--- src/rtl/ps2_key_decoder.sv ---
// ps2_key_decoder -- turns a PS/2 set-2 scan-code byte stream into a held-key
// level plus a new-key pulse, for a small fixed key set.
//   clk : system clock, rising edge
//   rst : synchronous, active-high reset
//   bus : ps2_key_decoder_if.slave (rx_data/rx_valid in; key, key_valid,
//         key_held, err out -- all outputs registered, 1 cycle after rx_valid)
// Parameter TIMEOUT_CYCLES: max clk cycles allowed between a prefix byte
// (E0/F0) and the byte that completes it.

package my_function;
  localparam logic [3:0] KEY_NONE  = 4'h0;
  localparam logic [3:0] KEY_1     = 4'h1;
  localparam logic [3:0] KEY_2     = 4'h2;
  localparam logic [3:0] KEY_3     = 4'h3;
  localparam logic [3:0] KEY_4     = 4'h4;
  localparam logic [3:0] KEY_UP    = 4'hA;
  localparam logic [3:0] KEY_DOWN  = 4'hB;
  localparam logic [3:0] KEY_ENTER = 4'hE;
  localparam logic [3:0] KEY_ESC   = 4'hF;

  // Plain (unprefixed) make/break code -> key code, KEY_NONE if unmapped.
  function automatic logic [3:0] map_plain(input logic [7:0] code);
    case (code)
      8'h16:   map_plain = KEY_1;
      8'h1E:   map_plain = KEY_2;
      8'h26:   map_plain = KEY_3;
      8'h25:   map_plain = KEY_4;
      8'h5A:   map_plain = KEY_ENTER;
      8'h76:   map_plain = KEY_ESC;
      default: map_plain = KEY_NONE;
    endcase
  endfunction

  // E0-prefixed code -> key code, KEY_NONE if unmapped.
  function automatic logic [3:0] map_ext(input logic [7:0] code);
    case (code)
      8'h75:   map_ext = KEY_UP;
      8'h72:   map_ext = KEY_DOWN;
      default: map_ext = KEY_NONE;
    endcase
  endfunction
endpackage

module ps2_key_decoder #(
  parameter int unsigned TIMEOUT_CYCLES = 6_500_000
) (
  input  logic               clk,
  input  logic               rst,
  ps2_key_decoder_if.slave   bus
);
  import my_function::*;

  localparam logic [1:0] IDLE    = 2'd0;
  localparam logic [1:0] EXT     = 2'd1;
  localparam logic [1:0] BRK     = 2'd2;
  localparam logic [1:0] EXT_BRK = 2'd3;

  localparam logic [22:0] TIMEOUT_LAST = 23'(TIMEOUT_CYCLES - 1);

  logic [1:0]  state_reg, state_next;
  logic [22:0] cnt_reg, cnt_next;
  logic [3:0]  key_reg, key_next;
  logic        key_valid_reg, key_valid_next;
  logic        key_held_reg, key_held_next;
  logic        err_reg, err_next;

  logic [3:0]  plain_code;
  logic [3:0]  ext_code;
  logic [3:0]  make_code;
  logic [3:0]  brk_code;
  logic        do_make;
  logic        do_brk;

  assign plain_code = map_plain(bus.rx_data);
  assign ext_code   = map_ext(bus.rx_data);

  always_comb begin
    state_next     = state_reg;
    cnt_next       = cnt_reg;
    key_next       = key_reg;
    key_valid_next = 1'b0;
    err_next       = 1'b0;
    make_code      = KEY_NONE;
    brk_code       = KEY_NONE;
    do_make        = 1'b0;
    do_brk         = 1'b0;

    if (bus.rx_valid) begin
      cnt_next = '0;
      if (bus.rx_data == 8'h00 || bus.rx_data == 8'hFF) begin
        // Receiver overrun: whatever was in flight is lost, including
        // a possible break, so drop the held key rather than risk a stuck key.
        state_next = IDLE;
        key_next   = KEY_NONE;
        err_next   = 1'b1;
      end else begin
        case (state_reg)
          IDLE: begin
            if (bus.rx_data == 8'hE0)      state_next = EXT;
            else if (bus.rx_data == 8'hF0) state_next = BRK;
            else begin
              // BAT (AA) and FC map to KEY_NONE, so they fall out as no-ops.
              do_make   = 1'b1;
              make_code = plain_code;
            end
          end
          EXT: begin
            if (bus.rx_data == 8'hF0) state_next = EXT_BRK;
            else begin
              do_make    = 1'b1;
              make_code  = ext_code;
              state_next = IDLE;
            end
          end
          BRK: begin
            do_brk     = 1'b1;
            brk_code   = plain_code;
            state_next = IDLE;
          end
          default: begin // EXT_BRK
            do_brk     = 1'b1;
            brk_code   = ext_code;
            state_next = IDLE;
          end
        endcase

        // Typematic repeats re-send the same make; only a change pulses.
        if (do_make && make_code != KEY_NONE) begin
          key_next       = make_code;
          key_valid_next = (make_code != key_reg);
        end
        // Releasing a key other than the one we report leaves key alone.
        if (do_brk && brk_code != KEY_NONE && brk_code == key_reg) begin
          key_next = KEY_NONE;
        end
      end
    end else if (state_reg != IDLE) begin
      if (cnt_reg == TIMEOUT_LAST) begin
        // Orphaned prefix: abandon it but keep the current key.
        state_next = IDLE;
        cnt_next   = '0;
        err_next   = 1'b1;
      end else if (cnt_reg != '1) begin
        cnt_next = cnt_reg + 23'd1;
      end
    end else begin
      cnt_next = '0;
    end

    key_held_next = (key_next != KEY_NONE);
  end

  always_ff @(posedge clk) begin
    if (rst) begin
      state_reg     <= IDLE;
      cnt_reg       <= '0;
      key_reg       <= KEY_NONE;
      key_valid_reg <= 1'b0;
      key_held_reg  <= 1'b0;
      err_reg       <= 1'b0;
    end else begin
      state_reg     <= state_next;
      cnt_reg       <= cnt_next;
      key_reg       <= key_next;
      key_valid_reg <= key_valid_next;
      key_held_reg  <= key_held_next;
      err_reg       <= err_next;
    end
  end

  assign bus.key       = key_reg;
  assign bus.key_valid = key_valid_reg;
  assign bus.key_held  = key_held_reg;
  assign bus.err       = err_reg;
endmodule

--- src/rtl/ps2_key_decoder_if.sv ---
// ps2_key_decoder_if -- byte stream in from a PS/2 receiver, decoded key state out.
//   rx_data   : scan-code byte from the receiver
//   rx_valid  : one-cycle strobe qualifying rx_data
//   key       : code of the currently held mapped key, KEY_NONE when none
//   key_valid : one-cycle pulse when key takes a new non-NONE value
//   key_held  : high while key != KEY_NONE
//   err       : one-cycle pulse on prefix timeout or overrun byte
// master = byte source / key consumer, slave = the decoder.
interface ps2_key_decoder_if;
  logic [7:0] rx_data;
  logic       rx_valid;
  logic [3:0] key;
  logic       key_valid;
  logic       key_held;
  logic       err;

  modport master (
    output rx_data, rx_valid,
    input  key, key_valid, key_held, err
  );

  modport slave (
    input  rx_data, rx_valid,
    output key, key_valid, key_held, err
  );
endinterface

--- src/flat_wrapper.sv ---
// flat-port wrapper written by rule: the top's interface ports become plain ports
module ps2_key_decoder_flat import my_function::*;
#(
  parameter int unsigned TIMEOUT_CYCLES = 6_500_000
)
  (clk, rst, bus_rx_data, bus_rx_valid, bus_key, bus_key_valid, bus_key_held, bus_err);
  ps2_key_decoder_if bus_i ();
  input  logic clk;
  input  logic rst;
  input wire logic [$bits(bus_i.rx_data)-1:0] bus_rx_data;
  input wire logic [$bits(bus_i.rx_valid)-1:0] bus_rx_valid;
  output wire logic [$bits(bus_i.key)-1:0] bus_key;
  output wire logic [$bits(bus_i.key_valid)-1:0] bus_key_valid;
  output wire logic [$bits(bus_i.key_held)-1:0] bus_key_held;
  output wire logic [$bits(bus_i.err)-1:0] bus_err;
  assign bus_i.rx_data = bus_rx_data;
  assign bus_i.rx_valid = bus_rx_valid;
  assign bus_key = bus_i.key;
  assign bus_key_valid = bus_i.key_valid;
  assign bus_key_held = bus_i.key_held;
  assign bus_err = bus_i.err;
  ps2_key_decoder #(.TIMEOUT_CYCLES(TIMEOUT_CYCLES)) u_core (.clk(clk), .rst(rst), .bus(bus_i));
endmodule
--- config.mk ---
export PLATFORM = sky130hd
export DESIGN_NAME = ps2_key_decoder_flat
export DESIGN_NICKNAME = d
export VERILOG_FILES = /design/src/rtl/ps2_key_decoder.sv /design/src/rtl/ps2_key_decoder_if.sv /design/src/flat_wrapper.sv
export SDC_FILE = /design/constraint.sdc
export NUM_CORES = 1
export LEC_CHECK = 0
export CORE_MARGIN = 2
export CORE_UTILIZATION = 25
export DETAILED_ROUTE_END_ITERATION = 16
export HOLD_SLACK_MARGIN = 0.06
export PLACE_DENSITY = 0.53
export SYNTH_ARGS = -nofsm -noshare
export SYNTH_HDL_FRONTEND = slang
export SYNTH_SLANG_ARGS = --single-unit
export TNS_END_PERCENT = 5
--- constraint.sdc ---
create_clock -name clk -period 6.4 [get_ports clk]
set_clock_uncertainty 0.05 [all_clocks]
set_input_delay 0.96 -clock clk [delete_from_list [all_inputs] [get_ports clk]]
set_output_delay 0.96 -clock clk [all_outputs]
set_load 0.1 [all_outputs]
==> flow_summary.toml <==
[layout]
syn2layout_area_growth_pct = 15.88
final_nets = 272
fillers = 832
diodes = 0
largest_reg_flops = 23
drive_above_1_share_pct = 8.462

[routing]
drt_wl_total_mm = 4.355
ant_nets = 0
drtIter0Drc = 69
first_pass_iters = 4
wire_per_inst_um = 12.03
viasPerCell = 4.826
route.vias.total = 1747
drc = 0

[critical_path]
r2r-start = "u_core.cnt_reg[0]"
rrSetupSlack_ns = 3.80
crit_start = "bus_rx_data[5]"
worstPathCellList = "clkdlybuf4s50_1, or3b_2, a211oi_2, xor2_1, or4b_2, o211a_1, o21ai_2, o21ai_0"
crit_arrival_ns = 3.63
path_max_fanout = 13
critPathKind = "primary input to flip-flop"
critPathSlowestCell = "clkdlybuf4s50_1"
endpoint_kind = "flip-flop"
crit_buf_inv = 1
worstPathRequired_ns = 6.52
start_kind = "primary input"
critPathTopFamily = "simple AND/OR/NAND/NOR gates"
cp_slowest_stage_delay_ns = 0.63

[synth]
ys_top_cells_by_area = "dfxtp_1 32%, xor2_1 7.9%, nor2_1 6.4%"
synth_warnings = 0
synth_compound_area_share_pct = 12.70
synth_common_cells = "34 x nor2_1, 32 x dfxtp_1, 25 x nand2_1"
synth_xor_area_share_pct = 11.82
syn_area_um2 = 2001
synth_fp_nets = 261
netlist.area_leader.share_pct = 32.02
synth_seq_cells = 32
synth_mux_area_share_pct = 1.563
syn_inst = 249
synth_fa_ha_area_share_pct = 0.6254
avgSynthCellArea_um2 = 8.035
synth_flop_cell = "dfxtp_1"
async_flop_share_pct = 0
yosysUniqueCellTypes = 54
synth_edf_count = 0
yosys.area_share.simple_pct = 38.02
synth_top_family_by_area = "simple AND/OR/NAND/NOR gates"
seq_area_frac_synth_pct = 32.02
synth_area_leader_cell = "dfxtp_1"
synth.most_common_cell = "nor2_1"

[global_route]
grt_pass1_vias = 1670
gr-total-overflow = 0
gr-usage-all-layers_pct = 10.57
grt_max_degree = 24
grt_pass1_wl_mm = 7.610
antenna_found_initial = 0

[sta]
setup_viol = 0
setup_ws_ns = 2.882
report.final.hold_viol_count = 0
rsz0062_at_grt = "false"
post-route-period-util_pct = 54.97
setup-tns-final_ns = 0
slew_violations = 0
worst_pin_slew_ns = 0.9803
fmax_ghz = 0.2843
slew_headroom_pct = 34.44
finalWorstPathRequiredPeriod_ns = 3.518

[outcome]
status = "finished, final reports clean"

[floorplanning]
die_area_um2 = 8734
num_rows = 32
coreArea_um2 = 7727
initial_core_util_pct = 25.89
die_h_um = 93.46
ios = 18
die_w_um = 93.46

[clock_network]
cts_buffers = 5
tritoncts = "done"
cts_max_level = 2
cts_setup_buffers = 0
clk_latency_ns = 0.28
cts_resized = 0
root_buffer = "clkbuf_8"
cts_max_path_buffers = 2
clkTransAtPathRegs_ns = 0.06
numClockSinks = 32
cts_hold_buffers = 0

[pwr]
pwr-share-seq_pct = 53.0
power_frac_comb_pct = 8.6
p_clk_share_pct = 38.5
internal_power_uw = 286.9
leakagePower_uw = 0.0007240
vdd_drop_max_mv = 0.1071
p_sw_uw = 91.04
p_per_area_nw_per_um2 = 163.0
switching_share_pct = 24.09

[min_path]
hp-class = "flip-flop to flip-flop"
hp-start = "u_core.cnt_reg[22]"

[flow_run]
drv_cap = 0

[placement]
hpwl_mm = 3.177
port_buffers = 17
gp_congestion = 0.8015
preCtsSetupSlack_ns = 2.607
-- power groups by stage --
stage | combinational, uW | sequential [uW] | clock [uW]
floorplan | 17.5 | 208 | 0
global placement | 32.5 | 205 | 0
detailed placement | 32.4 | 205 | 0
CTS | 32.6 | 200 | 151
global route | 35.4 | 200 | 159
finish | 32.5 | 200 | 145
-- layout by cell type, fill, tap and decap left out, types with 5 or more instances in the layout --
master and count:
nor2_1 34, dfxtp_1 32, nor4_1 5, nand2_1 25, nand2b_1 6, nand4_1 10
xor2_1 18, nand3_1 7, clkbuf_8 5, nor3_1 8, clkdlybuf4s50_1 17, xnor2_1 9
a21oi_1 7
-- area by class of cell --
cell class | count | area [um^2] | area share [%]
clock buffers | 6 | 72.57 | 3.130
clock inverters | 1 | 5.005 | 0.2159
inverters | 2 | 7.507 | 0.3238
multi-input cells | 202 | 1295 | 55.86
flip-flops and latches | 32 | 640.6 | 27.63
well taps | 102 | 127.6 | 5.505
repair buffers | 17 | 170.2 | 7.339
-- per-stage QoR --
step / total power (uW) / hold WS (ns) / instance area [um^2] / instances / util [%]
after CTS: 384.0 / 0.4602 / 2318 / 362 / 30.00
final: 378.0 / 0.4568 / 2318 / 362 / 30.00
after detailed placement: 237.0 / 0.4450 / 2241 / 355 / 29.00
after global placement: 237.2 / 0.4342 / 2241 / 355 / 29.00
after global routing: 394.5 / 0.5073 / 2318 / 362 / 30.00
after floorplan: 225.8 / 0.4087 / 2001 / 249 / -
-- worst reg2reg max path: stages (launching register included) --
cell      delay [ns]
dfxtp_1         0.36
ha_1            0.20
and3_1          0.22
nand3_1         0.12
nor4_1          0.32
nand4_1         0.21
nand2b_1        0.16
or3_1           0.68
nor2_1          0.13
-- worst paths after layout --
path,end,cells after the start
setup / recovery,u_core.bus.key[3],8
hold / removal,u_core.cnt_reg[22],2
setup reg to reg,u_core.cnt_reg[13],8
hold reg to reg,u_core.cnt_reg[22],2
-- cell families after synthesis --
group	after synthesis
multiplexers	3
flip-flops	32
adder cells (fa/ha/maj)	1
AO/OA/AOI/OAI	36
buffers and inverters	15
XOR/XNOR	27
AND/OR/NAND/NOR	135
-- per-layer routing --
layer	vias to the layer above	share of wire, %	GRT usage [%]
li1	911	-	-
met1	807	50	14.07
met2	21	45	17.15
met3	8	3.5	2.579
met4	0	1.1	2.574
met5	-	0	0
(Power assumes the default switching activity.)
